## config.mk

```make
export PLATFORM = sky130hd
export DESIGN_NAME = spi_arbiter_flat
export DESIGN_NICKNAME = d
export VERILOG_FILES = /design/src/rtl/spi_arbiter_if.sv /design/src/rtl/spi_arbiter.sv /design/src/flat_wrapper.sv
export SDC_FILE = /design/constraint.sdc
export NUM_CORES = 1
export LEC_CHECK = 0
export ABC_AREA = 1
export BUFFER_PORTS_ARGS = -buffer_cell sky130_fd_sc_hd__clkbuf_2
export CAP_MARGIN = 15
export CORE_MARGIN = 2
export CORE_UTILIZATION = 30
export CTS_CLUSTER_DIAMETER = 200
export DETAILED_ROUTE_END_ITERATION = 10
export PLACE_DENSITY_LB_ADDON = 0.3
export SLEW_MARGIN = 25
export SYNTH_ARGS = -nofsm -noshare
export SYNTH_HDL_FRONTEND = slang
export SYNTH_SLANG_ARGS = --single-unit
```

## constraint.sdc

```tcl
create_clock -name clk -period 1.34 [get_ports clk]
set_clock_uncertainty 0.05 [all_clocks]
set_input_delay 0.134 -clock clk [delete_from_list [all_inputs] [get_ports clk]]
set_output_delay 0.134 -clock clk [all_outputs]
set_load 0.01 [all_outputs]
```

## src/rtl/spi_arbiter_if.sv

```systemverilog
// rtl/spi_arbiter_if.sv - bus between the SPI arbiter and the shared spi_master
interface spi_arbiter_if #(
  parameter int SLAVE_COUNT = 1
);
  logic [7:0]             tx_byte;
  logic                   tx_byte_valid;
  logic [SLAVE_COUNT-1:0] ss_in;
  logic                   spi_ready;
  logic [7:0]             rx_byte;
  logic                   rx_byte_valid;

  modport master (
    output tx_byte, tx_byte_valid, ss_in,
    input  spi_ready, rx_byte, rx_byte_valid
  );

  modport slave (
    input  tx_byte, tx_byte_valid, ss_in,
    output spi_ready, rx_byte, rx_byte_valid
  );
endinterface

```

## src/rtl/spi_arbiter.sv

```systemverilog
// rtl/spi_arbiter.sv - round-robin sharing of one spi_master; define SPI_ARBITER_LOCK_EN for owner lock
module spi_arbiter #(
  parameter int REQ_COUNT   = 2,
  parameter int SLAVE_COUNT = 1,
  parameter int SEL_W       = (SLAVE_COUNT > 1) ? $clog2(SLAVE_COUNT) : 1
) (
  input  logic                       clk,
  input  logic                       reset_n,
  input  logic [REQ_COUNT-1:0]       req,
  input  logic [8*REQ_COUNT-1:0]     req_byte,
  input  logic [SEL_W*REQ_COUNT-1:0] req_slave,
  input  logic [REQ_COUNT-1:0]       req_lock,
  output logic [REQ_COUNT-1:0]       grant,
  output logic [REQ_COUNT-1:0]       done,
  output logic                       err,
  output logic [7:0]                 rx_data,
  spi_arbiter_if.master              spi
);
  localparam int IDX_W = $clog2(REQ_COUNT);
  localparam logic [SEL_W:0] SLAVE_LIM = (SEL_W+1)'(SLAVE_COUNT);

  typedef enum logic [2:0] {IDLE, ISSUE, WAIT_RX, WAIT_READY, BAD_SEL} state_t;

  state_t                 state, state_nx;
  logic [IDX_W-1:0]       rr_ptr, owner, owner_nx, pick_idx;
  logic [IDX_W:0]         cand;
  logic                   pick_found, pick_bad;
  logic [REQ_COUNT-1:0]   pick_oh;
  logic [7:0]             pick_byte, byte_q;
  logic [SEL_W-1:0]       pick_sel, sel_q;
  logic [SLAVE_COUNT-1:0] ss_sel;

  assign owner_nx = (owner == IDX_W'(REQ_COUNT-1)) ? '0 : owner + 1'b1;

`ifdef SPI_ARBITER_LOCK_EN
  logic lock_q;

  // remember in the done cycle whether the finishing owner wants the next turn
  always_ff @(posedge clk or negedge reset_n) begin
    if (!reset_n)   lock_q <= 1'b0;
    else if (|done) lock_q <= |(done & req_lock);
  end
`else
  logic unused_lock;
  assign unused_lock = ^req_lock;
`endif

  // pick the winner: locked owner first, otherwise first raised req from rr_ptr with wrap
  always_comb begin
    pick_found = 1'b0;
    pick_idx   = '0;
    cand       = '0;
`ifdef SPI_ARBITER_LOCK_EN
    if (lock_q && req[owner]) begin
      pick_found = 1'b1;
      pick_idx   = owner;
    end
`endif
    for (int k = 0; k < REQ_COUNT; k++) begin
      cand = {1'b0, rr_ptr} + (IDX_W+1)'(k);
      if (cand >= (IDX_W+1)'(REQ_COUNT)) cand = cand - (IDX_W+1)'(REQ_COUNT);
      if (!pick_found && req[cand[IDX_W-1:0]]) begin
        pick_found = 1'b1;
        pick_idx   = cand[IDX_W-1:0];
      end
    end
  end

  // one-hot grant, byte and slave index of the picked requester
  always_comb begin
    pick_oh   = '0;
    pick_byte = '0;
    pick_sel  = '0;
    for (int i = 0; i < REQ_COUNT; i++) begin
      if (pick_idx == IDX_W'(i)) begin
        pick_oh[i] = 1'b1;
        pick_byte  = req_byte[8*i +: 8];
        pick_sel   = req_slave[SEL_W*i +: SEL_W];
      end
    end
    pick_bad = ({1'b0, pick_sel} >= SLAVE_LIM);
  end

  // active-low select for the latched slave index
  always_comb begin
    ss_sel = '1;
    for (int s = 0; s < SLAVE_COUNT; s++) begin
      if (sel_q == SEL_W'(s)) ss_sel[s] = 1'b0;
    end
  end

  // state register
  always_ff @(posedge clk or negedge reset_n) begin
    if (!reset_n) state <= IDLE;
    else          state <= state_nx;
  end

  // next state and spi_master drive; the master only sees activity during ISSUE
  always_comb begin
    state_nx          = state;
    spi.tx_byte_valid = 1'b0;
    spi.tx_byte       = '0;
    spi.ss_in         = '1;
    case (state)
      IDLE:       if (spi.spi_ready && pick_found) state_nx = pick_bad ? BAD_SEL : ISSUE;
      ISSUE: begin
        spi.tx_byte_valid = 1'b1;
        spi.tx_byte       = byte_q;
        spi.ss_in         = ss_sel;
        state_nx          = WAIT_RX;
      end
      WAIT_RX:    if (spi.rx_byte_valid) state_nx = WAIT_READY;
      WAIT_READY: if (spi.spi_ready) state_nx = IDLE;
      BAD_SEL:    state_nx = IDLE;
      default:    state_nx = IDLE;
    endcase
  end

  // grant/latch on arbitration, done/err pulses, rx capture and pointer advance after each done
  always_ff @(posedge clk or negedge reset_n) begin
    if (!reset_n) begin
      grant   <= '0;
      done    <= '0;
      err     <= 1'b0;
      rx_data <= 8'h00;
      byte_q  <= 8'h00;
      sel_q   <= '0;
      owner   <= '0;
      rr_ptr  <= '0;
    end else begin
      done <= '0;
      err  <= 1'b0;
      if (|done) rr_ptr <= owner_nx;
      case (state)
        IDLE: begin
          if (spi.spi_ready && pick_found) begin
            grant  <= pick_oh;
            owner  <= pick_idx;
            byte_q <= pick_byte;
            sel_q  <= pick_sel;
            if (pick_bad) begin
              done    <= pick_oh;
              err     <= 1'b1;
              rx_data <= 8'h00;
            end
          end
        end
        WAIT_RX: begin
          if (spi.rx_byte_valid) begin
            rx_data <= spi.rx_byte;
            done    <= grant;
          end
        end
        WAIT_READY: if (spi.spi_ready) grant <= '0;
        BAD_SEL:    grant <= '0;
        default: ;
      endcase
    end
  end
endmodule

```

## src/flat_wrapper.sv

```systemverilog
// flat-port wrapper written by rule: the top's interface ports become plain ports
module spi_arbiter_flat 
#(
  parameter int REQ_COUNT   = 2,
  parameter int SLAVE_COUNT = 1,
  parameter int SEL_W       = (SLAVE_COUNT > 1) ? $clog2(SLAVE_COUNT) : 1
)
  (clk, reset_n, req, req_byte, req_slave, req_lock, grant, done, err, rx_data, spi_tx_byte, spi_tx_byte_valid, spi_ss_in, spi_spi_ready, spi_rx_byte, spi_rx_byte_valid);
  spi_arbiter_if #(.SLAVE_COUNT(SLAVE_COUNT)) spi_i ();
  input  logic clk;
  input  logic reset_n;
  input  logic [REQ_COUNT-1:0] req;
  input  logic [8*REQ_COUNT-1:0] req_byte;
  input  logic [SEL_W*REQ_COUNT-1:0] req_slave;
  input  logic [REQ_COUNT-1:0] req_lock;
  output logic [REQ_COUNT-1:0] grant;
  output logic [REQ_COUNT-1:0] done;
  output logic err;
  output logic [7:0] rx_data;
  output wire logic [$bits(spi_i.tx_byte)-1:0] spi_tx_byte;
  output wire logic [$bits(spi_i.tx_byte_valid)-1:0] spi_tx_byte_valid;
  output wire logic [$bits(spi_i.ss_in)-1:0] spi_ss_in;
  input wire logic [$bits(spi_i.spi_ready)-1:0] spi_spi_ready;
  input wire logic [$bits(spi_i.rx_byte)-1:0] spi_rx_byte;
  input wire logic [$bits(spi_i.rx_byte_valid)-1:0] spi_rx_byte_valid;
  assign spi_tx_byte = spi_i.tx_byte;
  assign spi_tx_byte_valid = spi_i.tx_byte_valid;
  assign spi_ss_in = spi_i.ss_in;
  assign spi_i.spi_ready = spi_spi_ready;
  assign spi_i.rx_byte = spi_rx_byte;
  assign spi_i.rx_byte_valid = spi_rx_byte_valid;
  spi_arbiter #(.REQ_COUNT(REQ_COUNT), .SLAVE_COUNT(SLAVE_COUNT), .SEL_W(SEL_W)) u_core (.clk(clk), .reset_n(reset_n), .req(req), .req_byte(req_byte), .req_slave(req_slave), .req_lock(req_lock), .grant(grant), .done(done), .err(err), .rx_data(rx_data), .spi(spi_i));
endmodule
```

==> results of run 1 <==
## stage by stage
step                cells  utilization, %  area [µm²]
floorplan             171               -        1350
global placement      280            39.9        1740
detailed placement    280            39.9        1740
CTS                   289            42.9        1870
global route          294            45.3        1970
finish                294            45.3        1970
## worst reg2reg max path, delay by kind of cell, from the launching register on
kind	cells	cell delay (ps)
buffers and inverters	4	480
flip-flops	1	400
AND/OR/NAND/NOR	2	240
AO/OA/AOI/OAI	1	70
## power by group through the flow
stage	clock [mW]	sequential, mW	combinational (mW)
floorplan	0	1.37	1.04
global placement	0	1.31	1.68
detailed placement	0	1.31	1.70
CTS	0.491	1.31	1.88
global route	0.507	1.33	2.37
finish	0.468	1.31	2.15
## logic make-up (layout without fill, tap and decap cells)
kind of cell	after synthesis	count (layout)	share of synthesized area, %
and+or+nand+nor	88	88	29.4
buffers and inverters	31	102	9.37
DFF	27	27	50.1
AOI/OAI and AO/OA	25	25	11.1
## layout by cell type (no fill, tap or decap), types with 6 or more instances in the layout
cell	instances
buf_6	7
inv_2	6
nand3_1	12
nor2_1	23
nor2_2	7
o21ai_1	10
inv_1	20
dfrtp_1	26
o22ai_1	7
clkbuf_2	48
buf_4	8
nand2_1	34
## worst max path at each step
stage / startpoint / end / slack (ps) / cells after the start
finish: u_core.state[1] / spi_tx_byte[3] / -50 / 5
global route: u_core.state[2] / spi_tx_byte[5] / -120 / 5
CTS: u_core.state[1] / spi_tx_byte[3] / -70 / 5
detailed placement: u_core.state[0] / u_core.rx_data[3] / 30 / 6
global placement: u_core.state[0] / u_core.rx_data[3] / 60 / 7
floorplan: u_core.state[0] / u_core.rx_data[0] / 180 / 6
## flip-flops by register name, indices dropped and copies added, names as in the netlist
| signal | cells |
|---|---|
| u_core.state | 3 |
| u_core.rx_data | 8 |
| u_core.err | 1 |
| u_core.grant | 2 |
| u_core.sel_q | 1 |
| u_core.owner | 1 |
| u_core.rr_ptr | 1 |
| u_core.done | 2 |
| u_core.byte_q | 8 |
## final cells by class
type / instances / area, µm² / area share (%)
clock buffers: 4 / 45.0 / 2.28
repair buffers: 71 / 469 / 23.8
flip-flops and latches: 27 / 677 / 34.3
multi-input cells: 113 / 612 / 31.0
well taps: 52 / 65.1 / 3.30
inverters: 27 / 104 / 5.27
## routing by layer
layer  vias to the layer above  share of wire, %  GRT usage [%]  routed length [µm]
met4                         0              0.41           2.52                  14
met1                       603                46           18.0                1560
met5                         -                 0              0                   0
met3                         2               5.6           3.56                 189
met2                        39                48           21.9                1640
li1                        682                 -              -                   -
## repair_timing
item | CTS | global route
endpoints found under the setup margin | 10 | 33
hold buffers | 1 | 0
gates resized for setup | 16 | 29
pin swaps | 1 | 2
buffers inserted | 3 | 5
cloned | 1 | 0
endpoints found under the hold margin | 27 | 0
==> flow_summary.yaml, run 1 <==
power_and_ir_drop:
  ir_worst_vdd_uv: 851
  finalPower_mw: 3.92
  netSwitchingFraction_pct: 41.2
  p_leak_nw: 1.10
  p_int_mw: 2.31
  p_comb_share_pct: 54.8
  pwr-share-clk_pct: 11.9
  powerDensity_mw_per_mm2: 1990
  p_switching_mw: 1.62
  seq_power_share_pct: 33.3
synthesis:
  async_reset_ff_share_pct: 100
  synth.area.top_cells: "dfrtp_1 (50%), nand2_1 (9.7%), nor2_1 (8.3%)"
  synthDistinctLibCells: 23
  synth_area_mm2: 0.00135
  syn_avg_cell_area_um2: 7.89
  synth_most_common_cell: "nand2_1"
  synth.net_count: 205
  synth_edf_count: 0
  synth-seq-cells: 27
  yosys_warnings: 0
  synth_top_area_cell: "dfrtp_1"
  seq_area_frac_synth_pct: 50.1
  synth_top_area_share_pct: 50.1
  syn_inst: 171
  ys.flop_type: "dfrtp_1"
  synth_common_cells: "nand2_1 (35), nor2_1 (30), dfrtp_1 (27)"
grt:
  grt_pass1_wl_um: 5440
  grt_pass1_vias: 1192
  grt_overflow_total: 0
  grt_usage_pct: 13.4
  grt_max_degree: 28
  antenna_found_initial: 0
clock_network:
  clkLatencyLatePin_ps: 270
  cts_tree: "built"
  cts_sinks: 27
  htreeDepth: 1
  clk_path_buf_depth: 2
  clk_pin_slew_ps: 90
  cts-root-buf: "clkbuf_8"
  cts_buffers: 3
critical_path:
  max_stage_delay_ps: 400
  critical-path-top-delay-family: "flip-flops"
  cp_cell_sequence: "inv_2 > nand3_4 > buf_6 > nor2_2 > buf_2"
  cp_slowest_cell: "dfrtp_1"
  crit_buf_inv: 3
  reg2reg_depth: 7
  cp.required_ps: 1160
  crit_arrival_ps: 1200
  reg2reg_from: "u_core.state[1]"
  path_class: "reg2out"
  r2r-end: "u_core.byte_q[1]"
  critPathLaunchType: "register"
  end_kind: "output port"
  ff2ff_setup_slack_ps: -10
  critPathMaxFanout: 5
cells_and_area:
  areaGrowthSynthToFinish_pct: 46.2
  final_nets: 277
  n_antenna_cell: 0
  layout-drive-gt1-share_pct: 42.6
  n_fill_cell: 421
drt:
  drtPass1Iterations: 4
  viasPerCell: 4.51
  antenna_left: 0
  vias: 1326
  drt-initial-drc-count: 34
  wl_um: 3400
  avgRoutedWirePerCell_um: 11.6
  drt_drc_violations_left: 0
timing:
  rsz0062_at_grt: "yes"
  fin_hold_ws_ps: 66.9
  period_share_pct: 103
  setup_viol: 10
  tightest_slew_ps: 286
  finalCriticalPeriod_ps: 1390
  hold_viol_final: 0
  setup_ws_ps: -46.7
  timing.slew.headroom_pct: 80.8
  setup_tns_ps: -320
  clock.fmax_mhz: 721
  maxSlewViolCount: 0
die:
  initial_core_util_pct: 31.0
  dieArea_mm2: 0.00505
  core_area_mm2: 0.00435
  ios: 57
  fp.dieH_um: 71.1
  rows: 24
  dieWidth_um: 71.1
placement:
  io_buffers: 54
  routabilityCongestion: 0.745
  pre_cts_ws_ps: 32.0
  hpwl_um: 2290
min_path:
  hold_path_end: "u_core.byte_q[0]"
  hold_path.class: "in2reg"
  holdCritStartpoint: "req_byte[8]"
  holdPathStages: 3
job:
  maxCapViolCount: 0
status:
  violations: "setup timing"
  outcome: "finished with violations"
Note: power is estimated with default switching activity, not from simulation.
==> run 2: changes to the inputs <==
==> constraint.sdc (replaced) <==
create_clock -name clk -period 1.4 [get_ports clk]
set_clock_uncertainty 0.05 [all_clocks]
set_input_delay 0.14 -clock clk [delete_from_list [all_inputs] [get_ports clk]]
set_output_delay 0.14 -clock clk [all_outputs]
set_load 0.01 [all_outputs]
==> run 2 against run 1 <==
Effect of this change:
- the run now ends clean
- via count grew 0.60%
- worst hold slack better by 7.4 ps
- sequential power down 5%
- critical path depth stayed put
- sequential cell count unchanged
- non-clock buffer count shrank 3
- cell count down 1.0%
- sequential share of layout area increased by 1.4 points
- utilization fell by 1.8 points
- wire length fell by 4.3%
- global-route usage increased by 0.64 points
- critical endpoint is now spi_tx_byte[2]
- largest cell class unchanged
- largest power group unchanged
==> flow_summary.yaml, run 2 (synthesized netlist as in run 1, its figures left out) <==
status:
  outcome: "completed"
die:
  fp.dieH_um: 71.1
  dieWidth_um: 71.1
  dieArea_mm2: 0.00505
  ios: 57
  initial_core_util_pct: 31.0
  rows: 24
  core_area_mm2: 0.00435
cells_and_area:
  layout_common_cells: "clkbuf_2 (49), nand2_1 (31), nor2_1 (29)"
  n_antenna_cell: 0
  ff_latch_area_um2: 676
  layout_commonest_cell: "clkbuf_2"
  final_nets: 274
  n_fill_cell: 447
  multi_input_area_um2: 588
  reg_top3: "u_core.byte_q: 8 flops, u_core.rx_data: 8 flops, u_core.state: 3 flops"
  layout-drive-gt1-share_pct: 38.5
  fin_util_pct: 43.4
  layout.cells.non_filler: 291
  areaGrowthSynthToFinish_pct: 40.3
placement:
  routabilityCongestion: 0.746
  hpwl_um: 2320
  io_buffers: 54
  placedCellCount: 280
power_and_ir_drop:
  p_leak_nw: 1.08
  p_int_mw: 2.13
  pwr-share-clk_pct: 12.2
  powerDensity_mw_per_mm2: 1910
  p_switching_mw: 1.47
  seq_power_share_pct: 34.7
  ir_worst_vdd_uv: 714
  p_comb_share_pct: 53.1
  netSwitchingFraction_pct: 40.8
  finalPower_mw: 3.61
critical_path:
  crit_end: "spi_tx_byte[2]"
  crit_arrival_ps: 1210
  end_kind: "output port"
  cp_cell_sequence: "inv_2 > nand3_2 > buf_6 > nor2_1 > clkbuf_2"
  cp.required_ps: 1210
  reg2reg_depth: 7
  reg2reg_from: "u_core.state[1]"
  critPathLaunchType: "register"
  path_class: "reg2out"
  ff2ff_setup_slack_ps: 70
  cp_slowest_cell: "dfrtp_1"
  max_stage_delay_ps: 400
  worstSetupStartpoint: "u_core.state[1]"
  critPathMaxFanout: 10
  r2r-end: "u_core.rx_data[6]"
timing:
  rsz0062_at_grt: "yes"
  setup_tns_ps: 0
  period_share_pct: 100
  clock.fmax_mhz: 715
  fin_hold_ws_ps: 74.3
  maxSlewViolCount: 0
  timing.slew.headroom_pct: 76.8
  finalCriticalPeriod_ps: 1400
  tightest_slew_ps: 348
  setup_viol: 0
  hold_viol_final: 0
grt:
  antenna_found_initial: 0
  grt_pass1_vias: 1286
  grt_max_degree: 28
  grt_usage_pct: 14.0
  grt_pass1_wl_um: 5650
  grt_overflow_total: 0
drt:
  vias: 1334
  wl_um: 3260
  drt-initial-drc-count: 58
  drtPass1Iterations: 4
  avgRoutedWirePerCell_um: 11.2
  antenna_left: 0
  drt_drc_violations_left: 0
  viasPerCell: 4.58
min_path:
  hold_path.class: "in2reg"
job:
  maxCapViolCount: 0
clock_network:
  cts-root-buf: "clkbuf_8"
  cts_buffers: 3
  cts_sinks: 27
  cts_tree: "built"
  htreeDepth: 1
  clkLatencyLatePin_ps: 270
  clk_path_buf_depth: 2
  clk_pin_slew_ps: 90
[run 2: changes by cell type in the layout (fill, tap and decap cells not counted), moves of 3 or more]
cell     before  now
nand2_1      34   31
o21ai_0       2    7
nor2_1       23   29
buf_6         7    3
o21ai_1      10    6
nor2_2        7    1
nand2_2       1    4
[run 2: metal layers]
layer  global-route usage, %  share of wire [%]
met2                    24.8                 47
met4                    3.14               0.43
met3                    3.13                6.1
met1                    17.4                 46
met5                       0                  0
[run 2: critical path: cells and delay by family (launching register included)]
kind / cells / cell delay, ps
and+or+nand+nor: 2 / 170
DFF: 1 / 400
buffers and inverters: 3 / 370
[run 2: repair_timing]
action | 4_1_cts | 5_1_grt
endpoints found under the hold margin | 27 | 0
resized for setup | 5 | 19
hold buffers | 1 | 0
setup buffers | 3 | 3
setup endpoints to repair | 10 | 24
pin swaps | 0 | 2
[run 2: cell type report]
cell class | instances | share of cell area, %
inverters | 27 | 5.36
flip-flops and latches | 27 | 35.7
well taps | 52 | 3.44
multi-input cells | 113 | 31.1
repair buffers | 68 | 22.0
clock buffers | 4 | 2.38
[run 2: stage by stage]
stage	area, µm²	setup slack, ps
after floorplan	1350	235
after global placement	1720	117
after detailed placement	1720	105
after CTS	1820	-13.5
after global routing	1890	-80.5
final	1890	0.676
[run 2: worst min-delay path by stage]
stage | cells after the start | slack (ps) | from | end
2_1_floorplan | 0 | -210 | reset_n | u_core.byte_q[0]
3_3_place_gp | 2 | 110 | reset_n | u_core.state[2]
3_5_place_dp | 2 | 110 | reset_n | u_core.err
4_1_cts | 3 | 70 | req_byte[13] | u_core.byte_q[5]
5_1_grt | 3 | 80 | req_byte[0] | u_core.byte_q[0]
6_report | 3 | 70 | req_byte[13] | u_core.byte_q[5]
[run 2: power groups by stage]
stage | combinational [mW] | sequential [mW] | clock (mW)
after floorplan | 0.997 | 1.31 | 0
final | 1.92 | 1.25 | 0.439
after CTS | 1.71 | 1.25 | 0.464
after global placement | 1.60 | 1.25 | 0
after global routing | 2.15 | 1.29 | 0.484
after detailed placement | 1.62 | 1.26 | 0
==> run 3: changes to the inputs <==
--- a/config.mk
+++ b/config.mk
@@ -6,7 +6,7 @@
 export NUM_CORES = 1
 export LEC_CHECK = 0
 export ABC_AREA = 1
-export BUFFER_PORTS_ARGS = -buffer_cell sky130_fd_sc_hd__clkbuf_2
+export BUFFER_PORTS_ARGS = -buffer_cell sky130_fd_sc_hd__buf_4
 export CAP_MARGIN = 15
 export CORE_MARGIN = 2
 export CORE_UTILIZATION = 30
==> run 3 against run 2 <==
Effect of this change:
- the flow now finishes with violations (setup timing)
- via count down 1.8%
- setup slack lost 16 ps
- critical path depth unchanged
- worst hold slack got worse by 11 ps
- clock power about the same
- fmax shrank 1.2%
- design area grew 14%
- sequential share of layout area is 4.3 points lower
- combinational power up 19%
- register-to-register slack lost 40 ps
- wire length grew 0.98%
- critical path type unchanged
==> flow_summary.yaml, run 3 (synthesized netlist as in run 1, its figures left out) <==
status:
  outcome: "finished with violations"
  violations: "setup timing"
timing:
  hold_viol_final: 0
  setup_tns_ps: -33.9
  maxSlewViolCount: 0
  setup_ws_ps: -15.7
  rsz0062_at_grt: "yes"
  timing.slew.headroom_pct: 76.9
  tightest_slew_ps: 346
  period_share_pct: 101
  setup_viol: 4
  finalCriticalPeriod_ps: 1420
  clock.fmax_mhz: 706
drt:
  drtPass1Iterations: 4
  drt_drc_violations_left: 0
  vias: 1310
  drt-initial-drc-count: 64
  wl_um: 3290
  antenna_left: 0
  viasPerCell: 4.47
  avgRoutedWirePerCell_um: 11.2
critical_path:
  cp_cell_sequence: "inv_2 > nand3_4 > clkbuf_16 > nor2_4 > buf_6"
  max_stage_delay_ps: 400
  critPathLaunchType: "register"
  critical-path-top-delay-family: "flip-flops"
  crit_buf_inv: 3
  path_class: "reg2out"
  cp.required_ps: 1210
  critPathMaxFanout: 5
  end_kind: "output port"
  ff2ff_setup_slack_ps: 30
  crit_arrival_ps: 1230
  cp_slowest_cell: "dfrtp_1"
cells_and_area:
  fin_util_pct: 49.4
  n_antenna_cell: 0
  layout_common_cells: "buf_4 (56), nand2_1 (31), dfrtp_1 (27)"
  final_area_mm2: 0.00215
  reg_top3: "u_core.byte_q: 8 flops, u_core.rx_data: 8 flops, u_core.state: 3 flops"
  areaGrowthSynthToFinish_pct: 59.4
  layout_commonest_cell: "buf_4"
  layout.cells.non_filler: 293
  layout-drive-gt1-share_pct: 44.8
  final_nets: 276
placement:
  io_buffers: 54
  hpwl_um: 2360
  routabilityCongestion: 0.763
  placedCellCount: 280
  placed_area_mm2: 0.00185
die:
  dieWidth_um: 71.1
  dieArea_mm2: 0.00505
  fp.dieH_um: 71.1
  rows: 24
  core_area_mm2: 0.00435
  ios: 57
  initial_core_util_pct: 31.0
power_and_ir_drop:
  seq_power_share_pct: 31.5
  netSwitchingFraction_pct: 40.1
  powerDensity_mw_per_mm2: 1850
  pwr-share-clk_pct: 11.0
  ir_worst_vdd_uv: 708
  p_switching_mw: 1.59
  p_comb_share_pct: 57.5
  p_int_mw: 2.38
  p_leak_nw: 1.15
clock_network:
  clk_path_buf_depth: 2
  cts_tree: "built"
  htreeDepth: 1
  cts_buffers: 3
  cts_sinks: 27
  cts-root-buf: "clkbuf_8"
  clk_pin_slew_ps: 90
  clkLatencyLatePin_ps: 270
grt:
  antenna_found_initial: 0
  grtUsageMet3_pct: 2.99
  grt_max_degree: 28
  grt_pass1_wl_um: 5140
  grt_util_met1_pct: 16.6
  busiest_layer: "met2"
  grt_overflow_total: 0
  grt_usage_pct: 12.6
  grt_pass1_vias: 1179
  gr-usage-met2_pct: 21.0
job:
  maxCapViolCount: 0
min_path:
  hold_path.class: "in2reg"
## run 3: timing repair
item	4_1_cts	5_1_grt
pin swaps	2	12
resized for setup	9	40
gates cloned	0	1
hold endpoints to repair	27	0
endpoints found under the setup margin	10	25
hold buffers	1	0
buffers inserted	3	4
## run 3: power by group through the flow
stage	Combinational (mW)	Sequential [mW]	Clock [mW]
2_1_floorplan	0.997	1.31	0
3_3_place_gp	1.72	1.25	0
3_5_place_dp	1.73	1.26	0
4_1_cts	1.85	1.24	0.465
5_1_grt	2.51	1.28	0.475
6_report	2.28	1.25	0.436
## run 3: worst min-delay path, delay by kind of cell
| kind | cells | cell delay [ps] |
|---|---|---|
| compound gates | 1 | 90 |
| buf+inv | 1 | 80 |
| simple gates | 1 | 30 |
## run 3: layer usage
metal	wire length, µm	vias to the layer above	share of wire [%]
met5	0	-	0
met4	14	0	0.43
met3	206	2	6.3
met2	1590	38	48
met1	1480	591	45
li1	-	679	-
## run 3: final timing paths
check,cells after the start,end,start
worst max-delay path,5,spi_tx_byte[2],u_core.state[1]
worst min-delay path,3,u_core.byte_q[4],req_byte[12]
worst max register to register,7,u_core.byte_q[5],u_core.state[0]
worst min register to register,2,u_core.owner,u_core.owner
max in group asynchronous,2,u_core.grant[0],reset_n
min in group asynchronous,2,u_core.grant[1],reset_n
## run 3: per-stage QoR
stage | total power [mW] | setup WS (ps) | hold WS, ps
5_1_grt | 4.26 | -53.2 | 65.8
6_report | 3.97 | -15.7 | 63.7
3_3_place_gp | 2.97 | 118 | 28.3
2_1_floorplan | 2.31 | 235 | -206
3_5_place_dp | 2.99 | 108 | 28.4
4_1_cts | 3.56 | -4.79 | 59.9
## run 3: final cells by class
type                       instances  area, µm²
clock inverter                     1       5.00
tap                               52       65.1
inverter                          27        104
timing repair buffer              70        603
fill                             424       2200
clock buffer                       3       41.3
multi-input combinational        113        656
sequential                        27        676
